## config.mk

```make
export PLATFORM = sky130hd
export DESIGN_NAME = seq_divider
export DESIGN_NICKNAME = d
export VERILOG_FILES = /design/src/rtl/seq_divider.sv
export SDC_FILE = /design/constraint.sdc
export NUM_CORES = 1
export LEC_CHECK = 0
export CORE_UTILIZATION = 35
export CTS_CLUSTER_SIZE = 16
export DETAILED_ROUTE_END_ITERATION = 8
export SYNTH_ARGS = -nofsm -noshare
export SYNTH_HDL_FRONTEND = slang
export SYNTH_SLANG_ARGS = --single-unit
```

## constraint.sdc

```tcl
create_clock -name clk -period 20.1 [get_ports clk]
set_clock_uncertainty 0.05 [all_clocks]
set_input_delay 4.02 -clock clk [delete_from_list [all_inputs] [get_ports clk]]
set_output_delay 4.02 -clock clk [all_outputs]
set_load 0.03 [all_outputs]
```

## src/rtl/seq_divider.sv

```systemverilog
// Iterative restoring divider for RV32M DIV/DIVU/REM/REMU.
// One quotient bit per cycle: N CALC cycles, one SIGN fix-up cycle, one DONE cycle.
// Divide-by-zero and signed overflow finish directly from IDLE.
module seq_divider #(
  parameter int N = 32
) (
  input  logic         clk,
  input  logic         rst,
  input  logic         start,
  input  logic [1:0]   op,
  input  logic [N-1:0] dividend,
  input  logic [N-1:0] divisor,
  output logic         busy,
  output logic         done,
  output logic [N-1:0] quotient,
  output logic [N-1:0] remainder,
  output logic [N-1:0] result
);

  localparam int CW = (N > 1) ? $clog2(N) : 1;
  localparam logic [N-1:0] MIN_NEG = {1'b1, {(N-1){1'b0}}};

  typedef enum logic [1:0] {
    IDLE,
    CALC,
    SIGN,
    DONE
  } state_t;

  state_t        state_q;
  logic          rem_sel_q;
  logic          negq_q;
  logic          negr_q;
  logic [N-1:0]  pr_q;
  logic [N-1:0]  dq_q;
  logic [N-1:0]  dvs_q;
  logic [CW-1:0] cnt_q;
  logic [N-1:0]  quo_q;
  logic [N-1:0]  rem_q;
  logic [N-1:0]  res_q;

  logic          is_signed;
  logic [N-1:0]  dvd_abs;
  logic [N-1:0]  dvs_abs;
  logic          negq_d;
  logic          negr_d;
  logic          div_zero;
  logic          sgn_ovf;
  logic [N:0]    shifted;
  logic [N+1:0]  trial;
  logic          carry;
  logic [N-1:0]  pr_d;
  logic [N-1:0]  dq_d;
  logic [N-1:0]  q_fin;
  logic [N-1:0]  r_fin;
  logic          unused_trial_msb;

  // Operand conditioning, trial subtraction a + ~b + 1, and final sign fix-up
  always_comb begin
    is_signed = ~op[0];
    dvd_abs   = (is_signed && dividend[N-1]) ? ('0 - dividend) : dividend;
    dvs_abs   = (is_signed && divisor[N-1])  ? ('0 - divisor)  : divisor;
    negq_d    = is_signed & (dividend[N-1] ^ divisor[N-1]);
    negr_d    = is_signed & dividend[N-1];
    div_zero  = (divisor == '0);
    sgn_ovf   = is_signed && (dividend == MIN_NEG) && (divisor == '1);

    // The partial remainder is always below the divisor, so its top bit of the
    // (N+1)-bit working value is never set and only N bits are kept.
    shifted = {pr_q, dq_q[N-1]};
    trial   = {1'b0, shifted} + {1'b0, ~{1'b0, dvs_q}} + {{(N+1){1'b0}}, 1'b1};
    carry   = trial[N+1];
    unused_trial_msb = trial[N];
    pr_d    = carry ? trial[N-1:0] : shifted[N-1:0];
    dq_d    = {dq_q[N-2:0], carry};

    q_fin = negq_q ? ('0 - dq_q) : dq_q;
    r_fin = negr_q ? ('0 - pr_q) : pr_q;
  end

  // Control FSM with datapath registers and registered results
  always_ff @(posedge clk or posedge rst) begin
    if (rst) begin
      state_q   <= IDLE;
      rem_sel_q <= 1'b0;
      negq_q    <= 1'b0;
      negr_q    <= 1'b0;
      pr_q      <= '0;
      dq_q      <= '0;
      dvs_q     <= '0;
      cnt_q     <= '0;
      quo_q     <= '0;
      rem_q     <= '0;
      res_q     <= '0;
    end else begin
      case (state_q)
        IDLE: begin
          if (start) begin
            rem_sel_q <= op[1];
            negq_q    <= negq_d;
            negr_q    <= negr_d;
            pr_q      <= '0;
            cnt_q     <= '0;
            dq_q      <= dvd_abs;
            dvs_q     <= dvs_abs;
            if (div_zero) begin
              quo_q   <= '1;
              rem_q   <= dividend;
              res_q   <= op[1] ? dividend : '1;
              state_q <= DONE;
            end else if (sgn_ovf) begin
              quo_q   <= MIN_NEG;
              rem_q   <= '0;
              res_q   <= op[1] ? '0 : MIN_NEG;
              state_q <= DONE;
            end else begin
              state_q <= CALC;
            end
          end
        end
        CALC: begin
          pr_q  <= pr_d;
          dq_q  <= dq_d;
          cnt_q <= cnt_q + CW'(1);
          if (cnt_q == CW'(N - 1)) begin
            state_q <= SIGN;
          end
        end
        SIGN: begin
          quo_q   <= q_fin;
          rem_q   <= r_fin;
          res_q   <= rem_sel_q ? r_fin : q_fin;
          state_q <= DONE;
        end
        DONE: begin
          state_q <= IDLE;
        end
        default: begin
          state_q <= IDLE;
        end
      endcase
    end
  end

  // Status and result outputs decoded from registered state
  always_comb begin
    busy      = (state_q != IDLE);
    done      = (state_q == DONE);
    quotient  = quo_q;
    remainder = rem_q;
    result    = res_q;
  end

endmodule

```

**Yosys cells after proc, flatten, opt, wreduce, memory -nomap -nowiden**

Index checks and enable logic that the tools add are counted.

- Register bits: 202
- Latch bits: 0
- Memory bits (writable): 0
- Bits in read-only memories: 0
- Output and inout bits: 98
- Logic and storage cells: 76
- Memories kept: 0

- $add $sub $neg: 7
- Multiply operators: 0
- Div/mod/pow operators: 0
- Magnitude comparators: 0
- Equal/unequal tests: 9
- Shift operators: 0
- Muxes and demuxes: 31
- Bitwise gates (word level): 5
- Reductions and logical operators: 13

Operators by type and width:

| cell | count |
|---|---|
| $mux 32 | 19 |
| $pmux 32 s2 | 5 |
| $sub 1x32->32 const A | 4 |
| $eq 32x32->1 const B | 2 |
| $add 33x33->34 | 1 |
| $add 34x1->34 const B | 1 |
| $not 32->33 | 1 |
| $logic_not 32->1 | 1 |
| $pmux 5 s2 | 1 |
| $mux 2 | 4 |
| $pmux 2 s4 | 1 |
| $reduce_and 2->1 | 3 |
| $reduce_bool 2->1 | 3 |
| $add 5x1->5 const B | 1 |
| $eq 5x5->1 const B | 1 |
| $mux 5 | 1 |
| $eq 2x2->1 const B | 2 |
| $logic_and 1x1->1 | 4 |
| $ne 2x2->1 const B | 2 |
| $ne 3x3->1 const B | 1 |
| $reduce_and 3->1 | 1 |
| $and 1x1->1 | 2 |
| $eq 2x1->1 const B | 1 |
| $logic_not 2->1 | 1 |
| 2 further kinds | 2 |

**Depth between registers and ports, before layout**

- Depth after elaboration: 7
- Gate-level depth with buffers: 13

**Worst setup path after synthesis**

OpenSTA, ideal clock, no wires.

- Path type: input to register
- Start: in divisor[8]
- End: reg quo_q[6], in the netlist quotient[6]
- Library setup time: 0.131 ns
- Arrival: 6.151 ns
- Required time: 19.919 ns
- Path slack: 13.768 ns
- Stages: 10
- Path buffers: 2
- Cells stage by stage: or4_1 > nor3_2 > nand4_2 > or3_4 > nand2_2 > o221ai_2 > buf_2 > buf_2 > nand2_1 > o31ai_1

- Cells in the longest elaborated chain, start to end: 4

RTL lines:

| element | line | RTL |
|---|---|---|
| start, declared | 12 | `input logic [N-1:0] divisor,` |
| $eq 32x32->1 or $logic_not 32->1 (tied branches) | 66, 65 |  |
| $logic_and 1x1->1 or $mux 32 (tied branches) | 66, 106 |  |
| $ne 3x3->1 (no line) or $mux 32 (tied branches) | n/a |  |
| $reduce_and 3->1 (no line) or $pmux 32 s2 (tied branches) | n/a |  |
| end signal, assigned | 130 | `quo_q <= q_fin;` |
| end, declared | 38 | `logic [N-1:0] quo_q;` |

Parallel ways exist; a longest one is shown, timed or not. The select of a mux whose other input is x is not followed.
A chain may end at the register's enable or synchronous reset.

**Worst setup path after layout**

- Start: in dividend[4]
- End: reg res_q[19], in the netlist result[19]

- Cells in the longest elaborated chain, start to end: 5

RTL lines:

| element | line | RTL |
|---|---|---|
| start, declared | 11 | `input logic [N-1:0] dividend,` |
| $eq 32x32->1 | 66 | `sgn_ovf = is_signed && (dividend == MIN_NEG) && (divisor == '1);` |
| $logic_and 1x1->1 (2 in a row) | 66 |  |
| $ne 3x3->1 (no line) | n/a |  |
| $reduce_and 3->1 (no line) | n/a |  |
| end signal, assigned | 109 | `res_q <= op[1] ? dividend : '1;` |
| end signal, assigned | 114 | `res_q <= op[1] ? '0 : MIN_NEG;` |
| end signal, assigned | 132 | `res_q <= rem_sel_q ? r_fin : q_fin;` |
| end, declared | 40 | `logic [N-1:0] res_q;` |

Every way passes these cells.

==> flow_summary.toml <==
[floorplan]
core-area_um2 = 38800
die_w_um = 201
die_h_um = 201
dieArea_um2 = 40300
start_util = 0.356
io_pins = 167
placement_rows = 72

[timing]
period_minus_slack_ns = 7.54
timing.fmax_mhz = 133
fin_tns_setup_ns = 0
setup_ws_ns = 12.56
min_period_over_period = 0.375
tightest_slew_ns = 1.12
maxSlewHeadroom = 0.252
rsz0062_at_grt = "no"
fin_hold_ws_ns = 0.428
setup_viol = 0
drv_slew = 0
finalHoldViolations = 0

[yosys]
netlist_top_cells_area = "dfrtp_1, o21ai_0, nand2_1"
synthXorXnorAreaFrac = 0.0880
synth_cell_types = 76
yosys.area_share.simple = 0.191
syn-num-nets = 1814
synth_enable_flop_cells = 0
async_flop_share = 1.00
synth_top_area_cell = "dfrtp_1"
synth-warning-count = 0
ys_seq_area_frac = 0.365
synth_top_cell_area_share = 0.365
postSynthCellCount = 1701
ys_seq_elements = 202
synth_top_family_by_area = "compound AO/OA/AOI/OAI gates"
synthFlopType = "dfrtp_1"
synthesis.area_um2 = 13800
muxShareOfSynthArea = 0.0241
syn_avg_cell_area_um2 = 8.13
synthAdderAreaFrac = 0.0403
synth-compound-area-share = 0.240

[global_route]
grt_usage = 0.227
grt_pass1_vias = 12216
grt_antenna_before_repair = 0
grt_start_max_net_pins = 121
grt_pass1_wl_um = 72400
grt.overflow.total = 0

[cts]
cts_sinks = 202
cts-htree-levels = 1
holdBufCountCts = 0
clockBufferDepth = 3
cts_tree = "done"
clk_latency_ns = 0.55
ctsResizeCount = 0
post-cts-setup-buffers = 0
clk_pin_slew_ns = 0.06
root_buffer = "clkbuf_16"
cts_buffers = 25

[layout]
fillers = 3937
drive_gt1_frac = 0.0478
postLayoutCellArea_um2 = 16800
final_nets = 1916
syn_to_final_growth_pct = 21.1
final_cells = 2339
finish.utilization = 0.432
diodes = 0

[drt]
totalWireLength_um = 46500
via_per_inst = 5.55
drt-initial-drc-count = 910
ant_nets = 0
drc = 0
first_pass_iters = 5
dr_total_vias = 12979
wl_per_cell_um = 19.9

[worst_hold_path]
hold_path.class = "reg2reg"
hold_depth = 2

[worst_setup_path]
endpoint_kind = "flop"
cp.required_ns = 20.40
cp-start-kind = "input pin"
crit_arrival_ns = 7.84
crit_path_max_fanout = 95
reg2regPathDepth = 10
worstSetupPathType = "in2reg"

[power]
power_mw = 3.25
pwr_density_cell_nw_per_um2 = 194
p_leak_nw = 6.84
vdd_ir_drop_max_mv = 0.0860

[run_status]
outcome = "finished, final reports clean"

[placement]
place_inst = 2294
preCtsSetupSlack_ns = 12.08
gp_congestion = 0.945
io_buffers = 166
dpl_cell_area_um2 = 15900
dpl.hpwl_um = 34900

[flow_run]
cap_violations = 0
==> synthesized netlist by cell type (6+ instances only) <==
library cell  instances
or4_1                20
buf_1                 6
mux2i_1              31
a221oi_1             10
o22ai_1               7
o21ai_0             187
nand4_1              17
o41ai_1              16
and2_1                9
nand3_1              29
nand2_1             234
inv_1                64
a22oi_1               6
nor3_1               23
a211oi_1             14
a41oi_1              10
or3_1                15
o21ai_1              25
o31ai_1              21
clkbuf_1             78
a21oi_1             113
xor2_1               66
o21bai_1              6
and3_1                9
xnor2_1              73
o211ai_1             13
a21o_1               20
nor2b_1               6
dfrtp_1             202
nand2b_1             18
buf_2                18
nor2_1              153
a31oi_1              44
nor4_1               12
ha_1                 43
==> cell usage in the layout (no fill, tap or decap), types with 21 or more instances in the layout <==
cell type / n
a21oi_1: 112
a31oi_1: 44
clkbuf_16: 25
clkdlybuf4s50_1: 166
dfrtp_1: 202
ha_1: 42
inv_1: 63
mux2i_1: 31
nand2_1: 233
nand3_1: 29
nor2_1: 153
nor3_1: 23
o21ai_0: 187
o21ai_1: 25
o31ai_1: 21
xnor2_1: 73
xor2_1: 66
==> power breakdown <==
| group | leakage [nW] | switching [mW] | total [mW] | internal (mW) |
|---|---|---|---|---|
| Clock | 0.437 | 0.183 | 0.490 | 0.307 |
| Sequential | 2.56 | 0.200 | 0.793 | 0.593 |
| Combinational | 3.84 | 1.23 | 1.97 | 0.740 |
| Total | 6.84 | 1.61 | 3.25 | 1.64 |
==> sequential cells by signal, summed over array words and instances, names as in the netlist, 2 cells and up <==
signal and flops:
result 32, remainder 32, quotient 32, dvs_q 32, dq_q 32, state_q 2, pr_q 32, cnt_q 5
==> final cells by class <==
type / instances / area, um2 / share of cell area
flip-flops and latches: 202 / 5050 / 0.302
clock buffers: 39 / 748 / 0.0447
inverters: 66 / 255 / 0.0152
repair buffers: 183 / 1790 / 0.107
multi-input cells: 1325 / 8110 / 0.484
clock inverters: 6 / 145 / 0.00866
well taps: 518 / 648 / 0.0387
==> cell families (layout without fill, tap and decap cells) <==
group | count (synthesis) | count (layout)
xor+xnor | 139 | 139
simple gates | 570 | 570
fa+ha+maj | 44 | 44
mux | 33 | 33
flops | 202 | 202
compound gates | 539 | 539
buf+inv | 174 | 294
==> worst max-delay path: stages <==
cell and delay (ns):
clkdlybuf4s50_1 0.52, nor4_1 0.47, nand3b_1 0.18, nor3_1 0.62, nand3_1 0.31, nor2_1 0.39, o221a_4 0.98, a41oi_1 0.27
==> worst paths after layout <==
kind | from | slack (ns) | endpoint
hold reg to reg | dvs_q[14] | 0.43 | dvs_q[14]
hold / removal | dvs_q[14] | 0.43 | dvs_q[14]
setup reg to reg | pr_q[0] | 16.17 | pr_q[28]
min in group asynchronous | rst | 4.02 | cnt_q[4]
max in group asynchronous | rst | 14.34 | remainder[10]
setup / recovery | dividend[4] | 12.56 | result[19]
==> routing by layer <==
metal	vias to the layer above	routed length [um]	global-route usage	part of all wire
li1	6283	-	-	-
met1	6158	20900	0.317	0.45
met2	477	21400	0.367	0.46
met3	61	2960	0.0310	0.064
met4	0	1240	0.0619	0.027
met5	-	0	0	0
(Power assumes the default switching activity.)
